===== src/rtl/iir_cascade_tdm.sv =====
// Cascade of NUM_STAGES direct-form-I biquads sharing one time-multiplexed MAC,
// with a shadow/active coefficient bank, per-sample bypass and sticky saturation flags.
`timescale 1ns/1ps
module iir_cascade_tdm #(
    parameter int DATA_WIDTH  = 16,
    parameter int DATA_FRAC   = 15,
    parameter int COEFF_WIDTH = 20,
    parameter int COEFF_FRAC  = 18,
    parameter int NUM_STAGES  = 3
) (
    input  logic                   clk,
    input  logic                   rst_n,
    input  logic                   valid_in,
    output logic                   in_ready,
    input  logic [DATA_WIDTH-1:0]  iir_in,
    input  logic [NUM_STAGES-1:0]  bypass,
    input  logic                   coeff_wr_en,
    input  logic [2:0]             coeff_stage,
    input  logic [2:0]             coeff_idx,
    input  logic [COEFF_WIDTH-1:0] coeff_data,
    input  logic                   coeff_commit,
    output logic                   commit_pending,
    input  logic                   flag_clr,
    output logic [DATA_WIDTH-1:0]  iir_out,
    output logic                   valid_out,
    output logic [NUM_STAGES-1:0]  overflow,
    output logic [NUM_STAGES-1:0]  underflow
);

    localparam int ACC_WIDTH  = DATA_WIDTH + COEFF_WIDTH + 3;
    localparam int PROD_WIDTH = DATA_WIDTH + COEFF_WIDTH;
    localparam int MAX_STAGES = 8;
    localparam int NUM_COEFFS = 5;
    // Products carry DATA_FRAC+COEFF_FRAC fraction bits; writeback returns to DATA_FRAC.
    localparam int WB_SHIFT = (DATA_FRAC + COEFF_FRAC) - DATA_FRAC;
    localparam logic signed [ACC_WIDTH-1:0] ROUND_BIAS = ACC_WIDTH'(1) << (WB_SHIFT - 1);
    localparam logic signed [ACC_WIDTH-1:0] SAT_MAX =
        {{(ACC_WIDTH-DATA_WIDTH+1){1'b0}}, {(DATA_WIDTH-1){1'b1}}};
    localparam logic signed [ACC_WIDTH-1:0] SAT_MIN = ~SAT_MAX;
    localparam logic signed [COEFF_WIDTH-1:0] B0_ONE = COEFF_WIDTH'(1) << COEFF_FRAC;
    localparam logic [2:0] LAST_STAGE = 3'(NUM_STAGES - 1);

    typedef enum logic [1:0] {IDLE, STAGE, DONE} state_t;

    state_t                        state;
    logic [2:0]                    stage_idx;
    logic [2:0]                    mac_step;
    logic [NUM_STAGES-1:0]         byp_lat;
    logic signed [DATA_WIDTH-1:0]  stage_in;
    logic signed [ACC_WIDTH-1:0]   acc;
    logic signed [DATA_WIDTH-1:0]  x1 [MAX_STAGES];
    logic signed [DATA_WIDTH-1:0]  x2 [MAX_STAGES];
    logic signed [DATA_WIDTH-1:0]  y1 [MAX_STAGES];
    logic signed [DATA_WIDTH-1:0]  y2 [MAX_STAGES];
    logic signed [COEFF_WIDTH-1:0] coef_act [MAX_STAGES][NUM_COEFFS];
    logic signed [COEFF_WIDTH-1:0] coef_shd [MAX_STAGES][NUM_COEFFS];
    logic signed [COEFF_WIDTH-1:0] shd_next [MAX_STAGES][NUM_COEFFS];

    logic                          cur_bypass;
    logic signed [COEFF_WIDTH-1:0] mac_coef;
    logic signed [DATA_WIDTH-1:0]  mac_data;
    logic signed [PROD_WIDTH-1:0]  product;
    logic signed [ACC_WIDTH-1:0]   acc_next;
    logic signed [ACC_WIDTH-1:0]   rounded;
    logic signed [ACC_WIDTH-1:0]   shifted;
    logic                          sat_hi;
    logic                          sat_lo;
    logic signed [DATA_WIDTH-1:0]  sat_val;
    logic                          writeback;
    logic [NUM_STAGES-1:0]         ovf_set;
    logic [NUM_STAGES-1:0]         unf_set;
    logic                          wr_ok;
    logic                          do_commit;

    assign in_ready  = (state == IDLE);
    assign wr_ok     = coeff_wr_en && ({1'b0, coeff_stage} < 4'(NUM_STAGES)) && (coeff_idx <= 3'd4);
    assign do_commit = (state == IDLE) && (commit_pending || coeff_commit);
    assign writeback = (state == STAGE) && !cur_bypass && (mac_step == 3'd5);

    // The write of this cycle is merged before any commit so a same-cycle commit sees it.
    always_comb begin
        shd_next = coef_shd;
        if (wr_ok) shd_next[coeff_stage][coeff_idx] = coeff_data;
    end

    always_comb begin
        cur_bypass = 1'b0;
        for (int i = 0; i < NUM_STAGES; i++)
            if (stage_idx == 3'(i)) cur_bypass = byp_lat[i];
    end

    always_comb begin
        mac_coef = '0;
        mac_data = '0;
        case (mac_step)
            3'd0: begin mac_coef = coef_act[stage_idx][0]; mac_data = stage_in;       end
            3'd1: begin mac_coef = coef_act[stage_idx][1]; mac_data = x1[stage_idx];  end
            3'd2: begin mac_coef = coef_act[stage_idx][2]; mac_data = x2[stage_idx];  end
            3'd3: begin mac_coef = coef_act[stage_idx][3]; mac_data = y1[stage_idx];  end
            3'd4: begin mac_coef = coef_act[stage_idx][4]; mac_data = y2[stage_idx];  end
            default: ;
        endcase
        product = PROD_WIDTH'(mac_coef) * PROD_WIDTH'(mac_data);
        case (mac_step)
            3'd0:       acc_next = ACC_WIDTH'(product);
            3'd1, 3'd2: acc_next = acc + ACC_WIDTH'(product);
            3'd3, 3'd4: acc_next = acc - ACC_WIDTH'(product);
            default:    acc_next = acc;
        endcase
    end

    always_comb begin
        rounded = acc + ROUND_BIAS;
        shifted = rounded >>> WB_SHIFT;
        sat_hi  = shifted > SAT_MAX;
        sat_lo  = shifted < SAT_MIN;
        if (sat_hi)      sat_val = SAT_MAX[DATA_WIDTH-1:0];
        else if (sat_lo) sat_val = SAT_MIN[DATA_WIDTH-1:0];
        else             sat_val = shifted[DATA_WIDTH-1:0];
        ovf_set = '0;
        unf_set = '0;
        for (int i = 0; i < NUM_STAGES; i++) begin
            if (writeback && stage_idx == 3'(i)) begin
                ovf_set[i] = sat_hi;
                unf_set[i] = sat_lo;
            end
        end
    end

    always_ff @(posedge clk or negedge rst_n) begin
        if (!rst_n) begin
            state          <= IDLE;
            stage_idx      <= '0;
            mac_step       <= '0;
            byp_lat        <= '0;
            stage_in       <= '0;
            acc            <= '0;
            iir_out        <= '0;
            valid_out      <= 1'b0;
            overflow       <= '0;
            underflow      <= '0;
            commit_pending <= 1'b0;
            for (int s = 0; s < MAX_STAGES; s++) begin
                x1[s] <= '0;
                x2[s] <= '0;
                y1[s] <= '0;
                y2[s] <= '0;
                for (int k = 0; k < NUM_COEFFS; k++) begin
                    coef_act[s][k] <= (k == 0) ? B0_ONE : '0;
                    coef_shd[s][k] <= (k == 0) ? B0_ONE : '0;
                end
            end
        end else begin
            valid_out <= 1'b0;
            coef_shd  <= shd_next;
            if (do_commit) begin
                coef_act       <= shd_next;
                commit_pending <= 1'b0;
            end else if (coeff_commit) begin
                commit_pending <= 1'b1;
            end
            overflow  <= (flag_clr ? '0 : overflow)  | ovf_set;
            underflow <= (flag_clr ? '0 : underflow) | unf_set;

            case (state)
                IDLE: begin
                    if (valid_in) begin
                        stage_in  <= iir_in;
                        byp_lat   <= bypass;
                        stage_idx <= '0;
                        mac_step  <= '0;
                        state     <= STAGE;
                    end
                end
                STAGE: begin
                    if (cur_bypass || mac_step == 3'd5) begin
                        if (!cur_bypass) begin
                            x2[stage_idx] <= x1[stage_idx];
                            x1[stage_idx] <= stage_in;
                            y2[stage_idx] <= y1[stage_idx];
                            y1[stage_idx] <= sat_val;
                            stage_in      <= sat_val;
                        end
                        mac_step <= '0;
                        if (stage_idx == LAST_STAGE) state <= DONE;
                        else                         stage_idx <= stage_idx + 3'd1;
                    end else begin
                        acc      <= acc_next;
                        mac_step <= mac_step + 3'd1;
                    end
                end
                DONE: begin
                    valid_out <= 1'b1;
                    iir_out   <= stage_in;
                    state     <= IDLE;
                end
                default: state <= IDLE;
            endcase
        end
    end

endmodule


===== config.mk =====
export PLATFORM = sky130hd
export DESIGN_NAME = iir_cascade_tdm
export DESIGN_NICKNAME = d
export VERILOG_FILES = /design/src/rtl/iir_cascade_tdm.sv
export SDC_FILE = /design/constraint.sdc
export NUM_CORES = 2
export LEC_CHECK = 0
export CORE_UTILIZATION = 33
export CTS_CLUSTER_DIAMETER = 50
export DETAILED_ROUTE_END_ITERATION = 12
export PLACE_DENSITY = 0.49
export SLEW_MARGIN = 25
export SYNTH_ARGS = -nofsm -noshare
export SYNTH_HDL_FRONTEND = slang
export SYNTH_SLANG_ARGS = --single-unit

===== constraint.sdc =====
create_clock -name clk -period 15.4 [get_ports clk]
set_input_delay 2.31 -clock clk [delete_from_list [all_inputs] [get_ports clk]]
set_output_delay 2.31 -clock clk [all_outputs]
set_load 0.02 [all_outputs]

* After elaboration in Yosys (flattened, before gate mapping)
Index checks and enable logic that the tools add are counted.
** Operators by class
- $add $sub $neg :: 5
- Equality and inequality tests :: 14
- Bitwise gates (word level) :: 7
- Multiplexer cells :: 60
- Multipliers :: 1
- Reduce and logical (&&, ||, !) cells :: 29
- Order comparisons :: 10
** Operator list (number)
- 800-bit bitwise mux :: 1
- 800-bit 2-to-1 mux :: 1
- 128-bit bitwise mux :: 4
- 100-bit binary-select mux with 3-bit select :: 1
- 100-bit demux with 3-bit select :: 1
- 100-bit 2-to-1 mux :: 3
- 16-bit 2-to-1 mux :: 14
- 16-bit binary-select mux with 3-bit select :: 4
- 39-bit one-hot mux with 3 select lines :: 1
- 20-bit one-hot mux with 5 select lines :: 1
- 16-bit one-hot mux with 5 select lines :: 1
- 20-bit demux with 3-bit select :: 1
- 16-bit demux with 3-bit select :: 1
- 39-bit by 19-bit adder with 39-bit output (second input constant) :: 1
- 39-bit by 36-bit adder with 39-bit output :: 1
- 39-bit by 36-bit subtractor with 39-bit output :: 1
- 20-bit by 16-bit multiplier with 36-bit output :: 1
- 16-bit one-hot mux with 2 select lines :: 1
- 21-bit by 16-bit > comparator with 1-bit output (second input constant) :: 1
- 21-bit by 16-bit < comparator with 1-bit output (second input constant) :: 1
- 20-bit 2-to-1 mux :: 1
- 3-bit 2-to-1 mux :: 6
- 4-bit >= comparator (second input constant) :: 3
- 4-bit by 1-bit < comparator with 1-bit output (second input constant) :: 3
- other kinds (28) :: 72
** Storage, ports and cells
- Output and inout bits :: 25
- Register bits after elaboration :: 2202
- Word-level logic and storage cells :: 249

* Depth between registers and ports, before layout
- Word-level depth :: 10
- Mapped depth :: 52
- Depth with buffers taken out :: 46

* Worst setup path before layout
Ideal clock, no wire load.
- Path type :: reg2reg
- From :: register stage_idx[1]
- To :: register acc[38]
- Arrival :: 11.128 ns
- Path slack :: 4.194 ns
- Cell stages (with the launch flop) :: 45
- Setup time :: 0.078 ns
- Path buffers :: 7
- Clock period less this slack :: 11.206 ns
- Cells stage by stage :: dfrtp_1 > buf_2 > clkinv_1 > nor3_1 > buf_2 > buf_2 > buf_1 > clkbuf_1 > a22oi_1 > a31oi_1 > a211o_1 > clkbuf_1 > clkbuf_1 > nand2_1 > fa_1 > inv_1 > fa_1 > inv_1 > [... 9 more ...] > and3_1 > and3_4 > o32a_4 > xnor2_4 > nand4_1 > or3_4 > or4_4 > o21ai_0 > xor2_1 > ha_1 > nand2_1 > or3_1 > o311ai_0 > a41oi_1 > or2b_1 > a211oi_1 > nor3_2 > o2bb2ai_1
** Between the ends
- Word-level cells in the longest chain between the ends :: 8
- Elaborated cells on any way between the ends :: 31
- Classes of those cells :: add/sub: 2; mul: 1; eq/ne: 2; mux: 21; bitwise: 2; reduce/logical: 3
** RTL lines
- from (decl) :: line 46 : logic [2:0] stage_idx;
- from (signal assigned) :: line 186 : else stage_idx <= stage_idx + 3'd1;
- 3-bit inverter with 4-bit output (not written as such)
- 100-bit binary-select mux with 3-bit select, or another cell as far along
- 100-bit 2-to-1 mux (not written as such), or another cell as far along (2 in series) :: line 100 : 3'd4: begin mac_coef = coef_act[stage_idx][4]; mac_data = y2[stage_idx]; end
- 20-bit one-hot mux with 5 select lines or 16-bit one-hot mux with 5 select lines (tied branches) :: line 95 : case (mac_step)
- 20-bit by 16-bit multiplier with 36-bit output :: line 103 : product = PROD_WIDTH'(mac_coef) * PROD_WIDTH'(mac_data);
- 39-bit by 36-bit subtractor with 39-bit output or 39-bit by 36-bit adder with 39-bit output (tied branches) :: line 107, 106
- 39-bit one-hot mux with 3 select lines :: line 104 : case (mac_step)
- to (signal assigned) :: line 188 : acc <= acc_next;
- to (decl) :: line 50 : logic signed [ACC_WIDTH-1:0] acc;
Several ways; a longest one is shown, not always the timed one. The select of a mux whose other input is x is not followed.
A chain may end at the register's enable or synchronous reset.

* Final worst setup path
Same ends and word-level chain as after synthesis.

==> metrics <==
R2R setup slack=~2.1 ns; GRT Util Overall=0.1832; Cells after Synth=8369; Synth top area share=0.5439; CTS tree=built; DP HPWL=169.1 mm; Least-Margin Pin Slew=1.053 ns; Max Clock Skew=0.08786 ns; most frequent cell after synthesis=dfrtp_1; Final Hold Violating Endpoints=0; crit path launch=stage_idx[1]; hold bufs inserted after CTS=0; Multi-input gate area=40330 sq um; Cell Area, Synth=100600 sq um; WL/cell=23.14 microns; static leakage=54.49 nW; number of synthesized flops with an enable pin=0; syn nets=about 8900; top cells by area, synth=dfrtp_1 (54%), mux2_2 (14%), fa_1 (6.4%), a22oi_1 (3.6%), clkbuf_1 (3.5%); initial core utilization=0.3319; Post-synth ARST share=1.000; Post-synth top flop=dfrtp_1; Met2 Routed Length=129.4 mm; via count=a little over 60000; DR iter-0 viols=between 4000 and 5000; setup bufs post-CTS=0; syn_area_per_cell=roughly 12 sq um; Max IR drop VDD=0.0003141 V; largest net degree at the start of global routing=178; Die X-Extent=554.1 microns; clock sinks=2202; placer congestion estimate=0.8364; synth warn=0; reg2reg end=acc[38]; vias in the first global route=between 60000 and 70000; first-pass GRT wire length=428.4 mm; Worst-Skew Late Latency=0.91 ns; Critical R2R Launch=stage_idx[1]; TritonRoute pass-1 iters=5; remaining global-route overflow=0; count of final max-slew check failures=0; CTS clk-pin slew, worst paths=~0.05 ns; worst-path fanout max=60; uppermost layer routed=met5; num rows=approximately 200; FF+latch count, synth=2202; CP max-delay cell=nand3_1; CTS root buf=clkbuf_16; Boundary Pins=76; Via density=5.117; Setup Crit Path Kind=reg2reg; Post-Route M1 WL=129.2 mm; ANT nets after route=0; Arr. time, crit path=14.01 ns; share of cells above drive strength 1=0.2520; Critical Path End=acc[38]; Startpoint Class=register; list of most frequent post-synthesis cells=dfrtp_1 (2186), mux2_2 (1254), clkbuf_1 (930), nand2_1 (671), o21ai_0 (482); sequential fraction of the synthesis area=0.5480; status=complete, no violations; maxcap violations=0; # fillers=28910; Final Cycle Share=0.8610; port bufs=75; CTS max path bufs=4; CP most frequent cell=fa_1; Area Overhead vs Synth=14.11%; final net count=around 8400; Max Clk Rate=75.42 MHz; R2R depth=41; Distinct cells, synth=between 90 and 100; WL final=279.8 mm; area of the die=307000 sq um; leading area contributor after synthesis=dfrtp_1; final cell count without fillers=12090; Core ar.=303000 sq um; RSZ-0062 raised after global routing=false; # H-tree levels=5; # resized after CTS=0; Req. time, crit path=16.15 ns; Worst Setup End Kind=register; count of final setup violators=0; Die Span Y=554.1 microns; Power Density=217.3 nW/um^2; initial antenna violation count=15; sequential cell area=~55000 sq um; CTS Buf Count=approximately 300; min Tclk post-route=13.26 ns; final instance area=114800 sq um; Placed Area=about 100000 sq um; CP max stage delay=roughly 0.66 ns; setup TNS=0 ns; Min-Delay Path Class=reg2reg; worst relative slew slack=0.2980; number of instances in the placed design=approximately 12000; DRC viols=0; met3 wire length=12.67 mm
## power by group
group / total, W / leakage (nW) / switching [W] / internal [W]
Clock: 0.00730 / 5.13 / 0.00276 / 0.00455
Combinational: 0.0108 / 19.0 / 0.00678 / 0.00402
Sequential: 0.00683 / 30.3 / 0.000445 / 0.00639
## per-layer routing
metal | global-route usage | up-vias
met1 | 0.2544 | 32440
met5 | 0 | -
met3 | 0.02858 | 427
li1 | - | 27700
met2 | 0.2941 | 1303
met4 | 0.05529 | 2
## registers in the layout, indices dropped and copies added (netlist names), 3 cells and up
signal     cells
y2           128
y1           128
x1           128
stage_in      16
mac_step       3
underflow      3
coef_shd     800
iir_out       16
x2           128
stage_idx      3
acc           39
coef_act     800
byp_lat        3
overflow       3
## layout by cell type (no fill, tap or decap), types with 73 or more instances in the layout
cell type        synthesis  layout
mux2_2                1254    1254
clkdlybuf4s50_1          0      74
dfrtp_1               2186    2185
nand2_1                671     656
a22o_1                  78      78
inv_1                  408     408
a22oi_1                481     481
nor2_1                 287     282
ha_1                   138     138
buf_4                    0     123
o21ai_0                482     482
a221oi_1                82      81
fa_1                   320     320
a21oi_1                126     126
clkbuf_16                0     301
xnor2_1                 74      73
## worst max-delay path, delay by kind of cell (launching register included)
family / cells / cell delay [ns]
xor+xnor: 2 / 0.58
fa+ha+maj: 8 / 3.62
flops: 1 / 0.60
buf+inv: 7 / 1.52
compound gates: 13 / 3.36
simple gates: 11 / 3.29
## per-stage QoR
stage	total power [W]	hold slack [ns]	setup slack [ns]	utilization
after global placement	0.01762	0.3564	2.280	0.3433
after global routing	0.02665	0.3684	1.133	0.3787
final	0.02494	0.3641	2.141	0.3787
after CTS	0.02516	0.3655	2.148	0.3783
after detailed placement	0.01772	0.3574	2.199	0.3434
after floorplan	0.01443	0.4253	4.194	-
## logic make-up after synthesis
logic type | after synthesis | synth area share
adders and majority gates | 458 | 0.08086
muxes | 1270 | 0.1422
DFF | 2202 | 0.5480
buffers and inverters | 1445 | 0.05486
and+or+nand+nor | 1293 | 0.05704
xor gates and xnor gates | 113 | 0.01003
AOI/OAI and AO/OA | 1588 | 0.1069
## worst min-delay path by stage
stage                  startpoint             to  slack, ns  cells past startpoint
floorplan             coef_shd[0]    coef_shd[0]       0.43                      1
global placement    coef_shd[298]  coef_shd[298]       0.36                      0
detailed placement  coef_shd[498]  coef_shd[498]       0.36                      0
CTS                 coef_shd[198]  coef_shd[198]       0.37                      0
global route        coef_shd[298]  coef_shd[298]       0.37                      0
finish              coef_shd[498]  coef_shd[498]       0.36                      0
## cell type report
type	instances	share of cell area
flip-flops and latches	2202	0.4803
multi-input cells	4722	0.3514
clock buffers	372	0.07135
well taps	3978	0.04337
clock inverters	170	0.02069
repair buffers	229	0.01930
inverters	411	0.01344
diodes	7	0.0001526
No activity file was read; power rests on OpenSTA's default activity.
